## config.mk

```make
export PLATFORM = sky130hd
export DESIGN_NAME = picorv_mem_arbiter_flat
export DESIGN_NICKNAME = d
export VERILOG_FILES = /design/src/rtl/picorv_mem_arbiter_if.sv /design/src/rtl/picorv_mem_arbiter.sv /design/src/flat_wrapper.sv
export SDC_FILE = /design/constraint.sdc
export NUM_CORES = 1
export LEC_CHECK = 0
export BUFFER_PORTS_ARGS = -buffer_cell sky130_fd_sc_hd__buf_2
export CORE_AREA = 2 2 122 124
export CTS_BUF_LIST = sky130_fd_sc_hd__clkbuf_16
export CTS_CLUSTER_DIAMETER = 60
export DETAILED_ROUTE_END_ITERATION = 10
export DIE_AREA = 0 0 124 126
export GPL_ROUTABILITY_DRIVEN = 0
export GPL_TIMING_DRIVEN = 0
export PLACE_DENSITY_LB_ADDON = 0.3
export SYNTH_ARGS = -nofsm -noshare
export SYNTH_HDL_FRONTEND = slang
export SYNTH_SLANG_ARGS = --single-unit
```

## constraint.sdc

```tcl
create_clock -name clk -period 1.8 [get_ports clk]
set_input_delay 0.18 -clock clk [delete_from_list [all_inputs] [get_ports clk]]
set_output_delay 0.18 -clock clk [all_outputs]
set_load 0.005 [all_outputs]
```

## src/rtl/picorv_mem_arbiter_if.sv

```systemverilog
// One PicoRV32 native memory port. The master side issues requests and the
// slave side completes them with ready/rdata.
interface picorv_mem_arbiter_if;
  logic        mem_valid;
  logic        mem_instr;
  logic [31:0] mem_addr;
  logic [31:0] mem_wdata;
  logic [3:0]  mem_wstrb;
  logic        mem_ready;
  logic [31:0] mem_rdata;

  modport master (
    output mem_valid, mem_instr, mem_addr, mem_wdata, mem_wstrb,
    input  mem_ready, mem_rdata
  );

  modport slave (
    input  mem_valid, mem_instr, mem_addr, mem_wdata, mem_wstrb,
    output mem_ready, mem_rdata
  );
endinterface

```

## src/rtl/picorv_mem_arbiter.sv

```systemverilog
// Two-requester arbiter for a shared PicoRV32 native memory port. It inserts a
// forced idle cycle between transactions so the downstream adapter sees each boundary.
module picorv_mem_arbiter #(
  parameter int unsigned FIXED_PRIO = 0
) (
  input  logic                        clk,
  input  logic                        reset,
  picorv_mem_arbiter_if.slave         s0,
  picorv_mem_arbiter_if.slave         s1,
  picorv_mem_arbiter_if.master        m,
  output logic [1:0]                  grant,
  output logic                        busy
);

  typedef enum logic [1:0] {
    IDLE    = 2'd0,
    ACTIVE  = 2'd1,
    RELEASE = 2'd2
  } state_t;

  state_t      r_state;
  logic        r_owner;
  logic        r_last;
  logic [1:0]  r_grant;
  logic        r_busy;

  logic        w_active;
  logic        w_ownerValid;
  logic        w_anyReq;
  logic        w_pick;

  assign w_active     = (r_state == ACTIVE);
  assign w_ownerValid = r_owner ? s1.mem_valid : s0.mem_valid;
  assign w_anyReq     = s0.mem_valid | s1.mem_valid;

  // On a tie, round-robin hands the port to whoever was not granted last.
  assign w_pick = (s0.mem_valid && s1.mem_valid)
                ? ((FIXED_PRIO != 0) ? 1'b0 : ~r_last)
                : s1.mem_valid;

  always_ff @(posedge clk) begin
    if (reset) begin
      r_state <= IDLE;
      r_owner <= 1'b0;
      r_last  <= 1'b1;
      r_grant <= 2'b00;
      r_busy  <= 1'b0;
    end else begin
      case (r_state)
        IDLE: begin
          if (w_anyReq) begin
            r_owner <= w_pick;
            r_last  <= w_pick;
            r_grant <= w_pick ? 2'b10 : 2'b01;
            r_busy  <= 1'b1;
            r_state <= ACTIVE;
          end
        end
        ACTIVE: begin
          // A requester abandoning its request is treated like a completion.
          if (m.mem_ready || !w_ownerValid) begin
            r_state <= RELEASE;
          end
        end
        RELEASE: begin
          r_grant <= 2'b00;
          r_busy  <= 1'b0;
          r_state <= IDLE;
        end
        default: begin
          r_grant <= 2'b00;
          r_busy  <= 1'b0;
          r_state <= IDLE;
        end
      endcase
    end
  end

  assign m.mem_valid = w_active & w_ownerValid;
  assign m.mem_instr = w_active & (r_owner ? s1.mem_instr : s0.mem_instr);
  assign m.mem_addr  = w_active ? (r_owner ? s1.mem_addr  : s0.mem_addr)  : 32'h0;
  assign m.mem_wdata = w_active ? (r_owner ? s1.mem_wdata : s0.mem_wdata) : 32'h0;
  assign m.mem_wstrb = w_active ? (r_owner ? s1.mem_wstrb : s0.mem_wstrb) : 4'h0;

  assign s0.mem_ready = w_active & ~r_owner & m.mem_ready;
  assign s1.mem_ready = w_active &  r_owner & m.mem_ready;
  assign s0.mem_rdata = m.mem_rdata;
  assign s1.mem_rdata = m.mem_rdata;

  assign grant = r_grant;
  assign busy  = r_busy;

endmodule

```

## src/flat_wrapper.sv

```systemverilog
// flat-port wrapper written by rule: the top's interface ports become plain ports
module picorv_mem_arbiter_flat 
#(
  parameter int unsigned FIXED_PRIO = 0
)
  (clk, reset, grant, busy, s0_mem_valid, s0_mem_instr, s0_mem_addr, s0_mem_wdata, s0_mem_wstrb, s0_mem_ready, s0_mem_rdata, s1_mem_valid, s1_mem_instr, s1_mem_addr, s1_mem_wdata, s1_mem_wstrb, s1_mem_ready, s1_mem_rdata, m_mem_valid, m_mem_instr, m_mem_addr, m_mem_wdata, m_mem_wstrb, m_mem_ready, m_mem_rdata);
  picorv_mem_arbiter_if s0_i ();
  picorv_mem_arbiter_if s1_i ();
  picorv_mem_arbiter_if m_i ();
  input  logic clk;
  input  logic reset;
  output logic [1:0] grant;
  output logic busy;
  input wire logic [$bits(s0_i.mem_valid)-1:0] s0_mem_valid;
  input wire logic [$bits(s0_i.mem_instr)-1:0] s0_mem_instr;
  input wire logic [$bits(s0_i.mem_addr)-1:0] s0_mem_addr;
  input wire logic [$bits(s0_i.mem_wdata)-1:0] s0_mem_wdata;
  input wire logic [$bits(s0_i.mem_wstrb)-1:0] s0_mem_wstrb;
  output wire logic [$bits(s0_i.mem_ready)-1:0] s0_mem_ready;
  output wire logic [$bits(s0_i.mem_rdata)-1:0] s0_mem_rdata;
  input wire logic [$bits(s1_i.mem_valid)-1:0] s1_mem_valid;
  input wire logic [$bits(s1_i.mem_instr)-1:0] s1_mem_instr;
  input wire logic [$bits(s1_i.mem_addr)-1:0] s1_mem_addr;
  input wire logic [$bits(s1_i.mem_wdata)-1:0] s1_mem_wdata;
  input wire logic [$bits(s1_i.mem_wstrb)-1:0] s1_mem_wstrb;
  output wire logic [$bits(s1_i.mem_ready)-1:0] s1_mem_ready;
  output wire logic [$bits(s1_i.mem_rdata)-1:0] s1_mem_rdata;
  output wire logic [$bits(m_i.mem_valid)-1:0] m_mem_valid;
  output wire logic [$bits(m_i.mem_instr)-1:0] m_mem_instr;
  output wire logic [$bits(m_i.mem_addr)-1:0] m_mem_addr;
  output wire logic [$bits(m_i.mem_wdata)-1:0] m_mem_wdata;
  output wire logic [$bits(m_i.mem_wstrb)-1:0] m_mem_wstrb;
  input wire logic [$bits(m_i.mem_ready)-1:0] m_mem_ready;
  input wire logic [$bits(m_i.mem_rdata)-1:0] m_mem_rdata;
  assign s0_i.mem_valid = s0_mem_valid;
  assign s0_i.mem_instr = s0_mem_instr;
  assign s0_i.mem_addr = s0_mem_addr;
  assign s0_i.mem_wdata = s0_mem_wdata;
  assign s0_i.mem_wstrb = s0_mem_wstrb;
  assign s0_mem_ready = s0_i.mem_ready;
  assign s0_mem_rdata = s0_i.mem_rdata;
  assign s1_i.mem_valid = s1_mem_valid;
  assign s1_i.mem_instr = s1_mem_instr;
  assign s1_i.mem_addr = s1_mem_addr;
  assign s1_i.mem_wdata = s1_mem_wdata;
  assign s1_i.mem_wstrb = s1_mem_wstrb;
  assign s1_mem_ready = s1_i.mem_ready;
  assign s1_mem_rdata = s1_i.mem_rdata;
  assign m_mem_valid = m_i.mem_valid;
  assign m_mem_instr = m_i.mem_instr;
  assign m_mem_addr = m_i.mem_addr;
  assign m_mem_wdata = m_i.mem_wdata;
  assign m_mem_wstrb = m_i.mem_wstrb;
  assign m_i.mem_ready = m_mem_ready;
  assign m_i.mem_rdata = m_mem_rdata;
  picorv_mem_arbiter #(.FIXED_PRIO(FIXED_PRIO)) u_core (.clk(clk), .reset(reset), .s0(s0_i), .s1(s1_i), .m(m_i), .grant(grant), .busy(busy));
endmodule
```

==> results.txt <==
Status = complete, no violations
HP Class = input pin to flop
Startpoint types = flop
CTS clk-pin slew, worst paths = 0.04 ns
Compound-Gate Fraction of Synth Area = 0.03151
Post-DP Area = 3463 µm²
Clk_skew = 0.0003932 ns
Area contributors post-synth = mux2i_1, buf_4, nor2_1, dfxtp_1, buf_2
Ant diodes = 0
WS Path Type = flop to primary output
Routed vias/inst = 3.636
Cells after DPL = 716
First-pass GRT wire length = 12010 µm
Min Tclk post-route = 1.695 ns
Final setup vio count = 0
CTS Sinks = 7
Initial Util = 0.1276
Yosys reg bits = 7
Max IR drop VDD = 0.3818 mV
Clock Path Buffers = 2
Reg2Reg Depth = 4
Port buffer count = 281
DRC = 0
Syn_nets = 426
Relative slew slack = 0.8447
GRT overflow = 0
Pre-CTS WS = 0.2508 ns
Area occupied by multi-input gates = 1107 µm²
Core Area = 14310 µm²
Die area = 15620 µm²
Min-delay src = reset
Antenna Nets Post-Route = 0
Seq/Total Area, Yosys = 0.07671
P_leak = 2.051 nW
Hold path depth = 2
Post-route setup TNS = 0 ns
Count of final max-slew check failures = 0
Non-Filler Instances = 720
Worst Setup Slack, final = 0.1046 ns
I/O pin cnt = 314
Initial antenna violation count = 0
Synth cell types = 18
Largest family of logic cells by synthesized area = multiplexers
Worst-margin pin slew = 0.2265 ns
CP Capture Type = primary output
Adder-cell share of the synthesized area = 0
Fill count = 1664
Router iterations before antenna repair = 4
Simple-Gate Fraction of Synth Area = 0.1911
Max-Cap Viols = 0
Crit path DAT = 1.52 ns
Die Ht = 126 µm
Mapped Area = 1827 µm²
Total CTS buffers = 3
Nets = 712
Total track usage = 0.09614
Mux cell area share after synthesis = 0.3836
Post-route cell area = 3557 µm²
Synth area leader = mux2i_1
DP Wirelength = 7492 µm
Fin crit share = 0.9419
Number of setup buffers added after CTS = 0
Final count of hold timing violations = 0
Crit path launch = u_core.r_owner$_SDFFE_PP0P_
Worst R2R Start = u_core.r_owner$_SDFFE_PP0P_
Vias post-DR = 2618
Worst-Skew Late Latency = 0.23 ns
DR WL/cell = 11.81 µm
Area grow syn2layout = 94.73%
CTS Root Cell = clkbuf_16
Register area = 140.1 µm²
CTS tree = built
Share of cells above drive strength 1 = 0.6791
H-Tree Level Count = 1
RSZ-0062 raised after global routing = false
Die width = 124 µm
Pwr/cell area = 405.7 nW/µm²
Vias in the first global route = 2492
Gate Count Post-Synth = 251
Synth Area in XOR/XNOR = 0
Required @ worst endpoint = 1.62 ns
Post-CTS Hold Buffers = 0
Share of the synthesized area in the top cell type = 0.3836
Initial drt markers = 44
Crit Path Max Fanout = 10
Pin count of the biggest net entering global routing = 11
Post-Syn Area per Cell = 7.278 µm²
Max Freq = 0.5898 GHz
Syn. warnings = 0
Hold slack = 0.1923 ns
WL final = 8506 µm
Rows = 44
==> area by class of cell <==
class                   count  area share
repair buffers            281      0.3954
multi-input cells         163      0.3113
plain buffers              80      0.1660
well taps                 184     0.06472
flip-flops and latches      7     0.03939
clock buffers               3     0.02110
clock inverters             1    0.001055
inverters                   1    0.001055
==> where the power goes <==
group          internal (mW)  switching, mW
sequential             0.171         0.0107
combinational          0.505          0.377
clock                  0.289         0.0901
==> per-stage QoR <==
stage	power [mW]	util
floorplan	0.6525	-
global placement	1.075	0.2420
detailed placement	1.076	0.2420
CTS	1.461	0.2475
global route	1.567	0.2485
finish	1.443	0.2485
==> layout by cell type (no fill, tap or decap), types with 2 or more instances in the layout <==
cell type,count
o21a_1,3
buf_2,285
nor2_1,77
clkbuf_4,6
nor3_1,2
a32oi_1,2
buf_4,70
mux2i_1,70
inv_1,2
dfxtp_1,7
clkbuf_16,3
==> critical path, stage by stage, from the launching register on <==
cell and delay (ns):
dfxtp_1 0.29, buf_2 0.26, clkbuf_4 0.31, mux2i_1 0.24, nor2_1 0.06, buf_2 0.12
==> state kept, by name, indices dropped and copies added (netlist names) <==
| name | flops |
|---|---|
| u_core.r_last | 1 |
| u_core.busy | 1 |
| u_core.grant | 2 |
| u_core.r_state | 2 |
| u_core.r_owner | 1 |
==> synthesized netlist by cell type <==
| cell type | count |
|---|---|
| mux2i_1 | 70 |
| a32oi_1 | 2 |
| buf_2 | 10 |
| or2b_1 | 1 |
| nor2b_1 | 1 |
| a21boi_0 | 1 |
| inv_1 | 1 |
| nor2_1 | 77 |
| nor3_1 | 2 |
| nand2_1 | 1 |
| o21a_1 | 3 |
| or3b_1 | 1 |
| nor3b_1 | 1 |
| a221o_1 | 1 |
| buf_4 | 70 |
| and4b_1 | 1 |
| nand2b_1 | 1 |
| dfxtp_1 | 7 |
==> layer usage <==
metal | vias to the layer above | GRT usage | wire length (µm) | share of wire
met4 | 0 | 0.01388 | 53 | 0.0062
met3 | 6 | 0.01812 | 1008 | 0.12
met5 | - | 0 | 0 | 0
met2 | 180 | 0.1904 | 4305 | 0.51
met1 | 1094 | 0.1056 | 3138 | 0.37
li1 | 1338 | - | - | -
==> cells by family after synthesis <==
| logic type | after synthesis |
|---|---|
| compound gates | 7 |
| buf+inv | 81 |
| flops | 7 |
| mux | 70 |
| simple gates | 86 |
==> path summary, 6_finish.rpt <==
check                                   end  slack (ns)
max reg2reg  u_core.r_state[0]$_SDFFE_PP0P_        0.59
min             u_core.r_owner$_SDFFE_PP0P_        0.19
max                          m_mem_addr[24]        0.10
min reg2reg        u_core.busy$_SDFFE_PP0P_        0.47
==> what timing repair did <==
action	4_1_cts	5_1_grt
endpoints found under the hold margin	0	0
setup endpoints to repair	0	44
gates resized for setup	0	6
Note: power is estimated with default switching activity, not from simulation.
